File: config.mk
export PLATFORM = sky130hd
export DESIGN_NAME = regfile_wb_arbiter
export DESIGN_NICKNAME = d
export VERILOG_FILES = /design/src/rtl/regfile_wb_arbiter.sv
export SDC_FILE = /design/constraint.sdc
export NUM_CORES = 1
export LEC_CHECK = 0
export BUFFER_PORTS_ARGS = -buffer_cell sky130_fd_sc_hd__buf_4
export CAP_MARGIN = 0
export CORE_ASPECT_RATIO = 0.7
export CORE_MARGIN = 8
export CORE_UTILIZATION = 51
export CTS_CLUSTER_DIAMETER = 150
export DETAILED_ROUTE_END_ITERATION = 6
export GPL_TIMING_DRIVEN = 0
export PLACE_DENSITY_LB_ADDON = 0.1
export SYNTH_ARGS = -nofsm -noshare
export SYNTH_HDL_FRONTEND = slang
export SYNTH_SLANG_ARGS = --single-unit
export TNS_END_PERCENT = 10
File: constraint.sdc
create_clock -name clk_i -period 9 [get_ports clk_i]
set_clock_uncertainty 0.05 [all_clocks]
set_input_delay 2.25 -clock clk_i [delete_from_list [all_inputs] [get_ports clk_i]]
set_output_delay 2.25 -clock clk_i [all_outputs]
set_load 0.03 [all_outputs]
File: src/rtl/regfile_wb_arbiter.sv
// Round-robin arbiter sharing the register file write port among writeback requesters,
// with a registered write stage and a pending-write scoreboard for RAW hazard stalls.
module regfile_wb_arbiter #(
  parameter int unsigned WIDTH   = 32,
  parameter int unsigned NUM_REQ = 3
) (
  input  logic                     clk_i,
  input  logic                     rst_i,
  input  logic [NUM_REQ-1:0]       req_valid_i,
  output logic [NUM_REQ-1:0]       req_ready_o,
  input  logic [NUM_REQ*5-1:0]     req_rd_i,
  input  logic [NUM_REQ*WIDTH-1:0] req_wd_i,
  input  logic                     resv_valid_i,
  input  logic [4:0]               resv_rd_i,
  output logic                     rf_we_o,
  output logic [4:0]               rf_rd_o,
  output logic [WIDTH-1:0]         rf_wd_o,
  output logic [31:0]              busy_o,
  output logic [2:0]               grant_idx_o
);

  logic [2:0]       ptr_q, ptr_d;
  logic             rf_we_q;
  logic [4:0]       rf_rd_q;
  logic [WIDTH-1:0] rf_wd_q;
  logic [31:0]      busy_q, busy_d;

  logic             found, gnt;
  logic [2:0]       widx, cand_idx;
  int unsigned      cand;
  logic [4:0]       sel_rd;
  logic [WIDTH-1:0] sel_wd;

  // Search from the pointer, wrapping modulo NUM_REQ; first valid requester wins.
  always_comb begin
    found    = 1'b0;
    widx     = '0;
    cand     = 0;
    cand_idx = '0;
    for (int unsigned k = 0; k < NUM_REQ; k++) begin
      cand = 32'(ptr_q) + k;
      if (cand >= NUM_REQ) cand = cand - NUM_REQ;
      cand_idx = cand[2:0];
      if (!found && req_valid_i[cand_idx]) begin
        found = 1'b1;
        widx  = cand_idx;
      end
    end
  end

  assign gnt         = found & ~rst_i;
  assign grant_idx_o = gnt ? widx : 3'd0;
  assign sel_rd      = req_rd_i[5*widx +: 5];
  assign sel_wd      = req_wd_i[WIDTH*widx +: WIDTH];

  always_comb begin
    req_ready_o = '0;
    if (gnt) req_ready_o[widx] = 1'b1;
  end

  always_comb begin
    ptr_d = ptr_q;
    if (gnt) ptr_d = (widx == 3'(NUM_REQ - 1)) ? 3'd0 : widx + 3'd1;
  end

  // Set is applied after clear so a fresh reservation of the same register wins.
  always_comb begin
    busy_d = busy_q;
    if (gnt && sel_rd != 5'd0) busy_d[sel_rd] = 1'b0;
    if (resv_valid_i && resv_rd_i != 5'd0) busy_d[resv_rd_i] = 1'b1;
    busy_d[0] = 1'b0;
  end

  always_ff @(posedge clk_i) begin
    if (rst_i) begin
      ptr_q   <= '0;
      rf_we_q <= 1'b0;
      rf_rd_q <= '0;
      rf_wd_q <= '0;
      busy_q  <= '0;
    end else begin
      ptr_q   <= ptr_d;
      busy_q  <= busy_d;
      rf_we_q <= gnt && (sel_rd != 5'd0);
      // x0 writes are accepted but dropped, leaving the port's address/data untouched.
      if (gnt && sel_rd != 5'd0) begin
        rf_rd_q <= sel_rd;
        rf_wd_q <= sel_wd;
      end
    end
  end

  assign rf_we_o = rf_we_q;
  assign rf_rd_o = rf_rd_q;
  assign rf_wd_o = rf_wd_q;
  assign busy_o  = busy_q;

endmodule

==> results <==
- The kind of end point of the critical path is a primary output.
- The register-to-register path setup slack is 3980 ps.
- The starting density of the core is 0.5150.
- Summing all placed instances gives a cell area of 0.005853 sq mm.
- The number of optimization iterations in the first detailed-route pass is 5.
- The clock tree from TritonCTS is built.
- The slew at the pin closest to its max-slew limit is between 1000 and 1500 ps.
- The dominant register cell in the synthesized netlist is sky130_fd_sc_hd__dfxtp_1.
- The arrival time of data at the critical path endpoint is around 5400 ps.
- After floorplanning, the core was sized to cover 0.008268 sq mm.
- In the synthesized netlist the async set-or-reset flop fraction comes to 0.
- For the final routed database, the setup TNS stands at 0 ps.
- The count of inserted antenna diode cells is 0.
- The total power divided by cell area is 395.4 mW/mm^2.
- The worst-case hold slack is 419.9 ps.
- The initial antenna violation count is 0.
- Setup repair after global routing left no endpoint under its margin.
- The worst setup path is launched from a primary input.
- The placed cell count is 781.
- The flip-flop and latch count after synthesis is 72.
- The category of the critical setup timing path is in -> out.
- Across all layers, the routed design uses 4996 vias.
- The final critical path time including I/O delays and setup is 7730 ps.
- The required time of the critical path is 6700 ps.
- The area growth from synthesis to layout is 44.75%.
- The final RePlAce weighted congestion is 0.8797.
- The final number of hold-violating endpoints is 0.
- The largest net degree at the start of global routing is 13.
- After clock tree synthesis, the clock-pin slew on the worst setup and hold paths is 50 ps.
- The gate count after technology mapping is between 400 and 500.
- Summing every instance area after synthesis gives 0.004258 sq mm.
- The end point of the critical path is req_ready_o[2].
- The share of the Yosys chip area taken by registers is 0.3385.
- The post-layout utilization of the core is 0.7455.
- The floorplan step defined a die boundary enclosing 0.01158 sq mm.
- The average wire per standard cell is between 20 and 25 microns.
- Once the clock tree was built, the setup fixing pass inserted 0 buffers.
- The estimated wirelength of the detail-placed design is 12.65 mm.
- The clock buffer count from CTS is 9.
- The worst register-to-register path ends at busy_o[6].
- The die is 92.45 microns tall.
- The largest vdd supply drop is between 0.2 and 0.25 mV.
- The cell chosen for the clock root is sky130_fd_sc_hd__clkbuf_16.
- The number of routed nets with antenna violations is 0.
- The first global-routing pass estimated 25.16 mm of wire.
- Once the clock tree was built, the resizer swapped 0 gates to a different size.
- The synthesis warning total is 0.
- The number of hold buffers added after CTS is 0.
- The number of design rule violations left after detail routing is 0.
- The worst slew slack as a fraction of its limit is 0.2336.
- The share of layout cells above drive strength 1 is 0.3271.
- After synthesis, the mean cell area works out to 8.852 sq um.
- The library cell used most frequently in the layout, excluding fill and tap cells, is sky130_fd_sc_hd__buf_4.
- The worst slack at placement is around 1300 ps.
- In the global route stage, overall resource usage came out at 0.2649.
- The portion of the clock cycle consumed by the worst path in the final layout is 0.8589.
- Setup violations remaining at the end of the flow were counted as 0.
- The first-iteration detailed-routing DRC count is 478.
- For this run, the number of standard cells in the final layout without fillers is just under 800.
- Once routing completed, OpenROAD measured the worst setup slack at roughly 1300 ps.
- The aggregate routed wire length is about 16 mm.
- Along the worst path, the maximum fanout reaches 10.
- The number of enable-type register cells in the synthesized netlist is 0.
- The number of global-route vias before repair was 4976.
- The leakage component of the power is 2.605 nW.
- The tool flagged a number of max-cap violations equal to 0.
- The completed layout was analyzed and its total power is 2.437 mW.
- In the routed layout, each cell is associated on average with a via count of around 6.3.
- The number of distinct library cells after synthesis is 61.
- Measured along the x axis, the die boundary spans about 130 microns.
- The beginning of the worst register-to-register path is ptr_q[2].
- The upper clock frequency limit is approximately 130 MHz.
- During placement, the flow inserted port buffers numbering 195.
- The final max-slew violation count is 0.
- The launch point of the worst path is req_valid_i[1].
- Summed over all layers, the global routing overflow is 0.
- Leaving out fill and tap cells, the most frequent cells in the layout are 196 x sky130_fd_sc_hd__buf_4, 72 x sky130_fd_sc_hd__dfxtp_1, 44 x sky130_fd_sc_hd__inv_1.
- The clock net in this run drives a total of roughly 70 sinks.
- The tightest min-delay check is of the reg -> reg type.
- The run finished with clean final reports.
- The number of placement rows is 28.
- The synthesized net count is between 600 and 700.
- The H-tree generated during clock tree synthesis spans 3 levels.
- The number of I/O pins is 198.
- No sink is reached through more buffers than the 2 on the longest clock path.
- The area of all placed cells without fillers is a little over 0.006 sq mm.
- Counting cells, the worst reg-to-reg path comes to 11.
- The clock latency at the later pin of the worst-skew pair is between 300 and 400 ps.
- For this run, the post-layout net count is slightly above 800.
==> report_power, final <==
group	total, mW	switching, mW	internal (mW)
combinational	1.65	1.08	0.570
clock	0.374	0.133	0.241
sequential	0.417	0.0337	0.384
total	2.44	1.24	1.20
==> Yosys cell counts, types with 6 or more instances <==
| master | number | share of area |
|---|---|---|
| sky130_fd_sc_hd__nor2_1 | 16 | 0.014 |
| sky130_fd_sc_hd__o2111ai_1 | 6 | 0.012 |
| sky130_fd_sc_hd__a22o_1 | 32 | 0.066 |
| sky130_fd_sc_hd__o41ai_1 | 7 | 0.014 |
| sky130_fd_sc_hd__a211oi_1 | 34 | 0.060 |
| sky130_fd_sc_hd__dfxtp_1 | 72 | 0.34 |
| sky130_fd_sc_hd__ha_1 | 7 | 0.021 |
| sky130_fd_sc_hd__a221oi_1 | 32 | 0.066 |
| sky130_fd_sc_hd__nand2_1 | 22 | 0.019 |
| sky130_fd_sc_hd__a32o_1 | 21 | 0.049 |
| sky130_fd_sc_hd__a21oi_1 | 20 | 0.024 |
| sky130_fd_sc_hd__inv_1 | 44 | 0.039 |
| sky130_fd_sc_hd__or4_1 | 21 | 0.037 |
| sky130_fd_sc_hd__nand3_1 | 7 | 0.0082 |
| sky130_fd_sc_hd__clkbuf_1 | 32 | 0.028 |
| sky130_fd_sc_hd__nor3_1 | 8 | 0.0094 |
| sky130_fd_sc_hd__nand2b_1 | 7 | 0.010 |
==> area by class of cell <==
| cell class | instances | area [sq um] |
|---|---|---|
| clock buffer | 10 | 229.0 |
| tap | 105 | 131.4 |
| fill | 650 | 2105 |
| inverter | 44 | 165.2 |
| sequential | 72 | 1441 |
| clock inverter | 5 | 81.33 |
| buffer | 44 | 188.9 |
| multi-input combinational | 321 | 2462 |
| timing repair buffer | 195 | 1464 |
==> state kept, by name, summed over array words and instances, names as in the netlist <==
register and cells:
rf_we_o 1, rf_rd_o 5, busy_o 31, ptr_q 3
rf_wd_o 32
==> logic make-up (layout without fill, tap and decap cells) <==
| logic type | Yosys count | in the layout | share of synthesized area |
|---|---|---|---|
| compound gates | 194 | 194 | 0.3852 |
| xor+xnor | 3 | 3 | 0.006172 |
| fa+ha+maj | 7 | 7 | 0.02057 |
| buf+inv | 88 | 298 | 0.08316 |
| flops | 72 | 72 | 0.3385 |
| mux | 8 | 8 | 0.02233 |
| other cells | 1 | 1 | 0.0008807 |
| simple gates | 108 | 108 | 0.1431 |
==> worst max-delay path, cell delays in order <==
cell and delay [ps]:
sky130_fd_sc_hd__buf_4 130, sky130_fd_sc_hd__mux2_1 310, sky130_fd_sc_hd__mux4_2 540, sky130_fd_sc_hd__nor2_1 210
sky130_fd_sc_hd__a211oi_2 150, sky130_fd_sc_hd__o21ai_0 590, sky130_fd_sc_hd__clkbuf_1 470, sky130_fd_sc_hd__clkbuf_1 470
sky130_fd_sc_hd__nor2b_1 100, sky130_fd_sc_hd__buf_4 190
==> per-layer routing <==
metal | up-vias | track usage | share of wire
met5 | - | 0 | 0
met4 | 0 | 0.07265 | 0.024
met3 | 34 | 0.1102 | 0.11
met2 | 286 | 0.4326 | 0.46
met1 | 2363 | 0.3165 | 0.41
li1 | 2313 | - | -
==> how the worst min path moves through the flow <==
stage	from	endpoint	slack, ps	depth (start not counted)
floorplan	rf_rd_o[0]	rf_rd_o[0]	540	2
global placement	busy_o[28]	busy_o[28]	410	2
detailed placement	busy_o[8]	busy_o[8]	410	2
CTS	busy_o[8]	busy_o[8]	420	2
global route	busy_o[8]	busy_o[8]	440	2
finish	rf_wd_o[11]	rf_wd_o[11]	420	2
(Power assumes the default switching activity.)
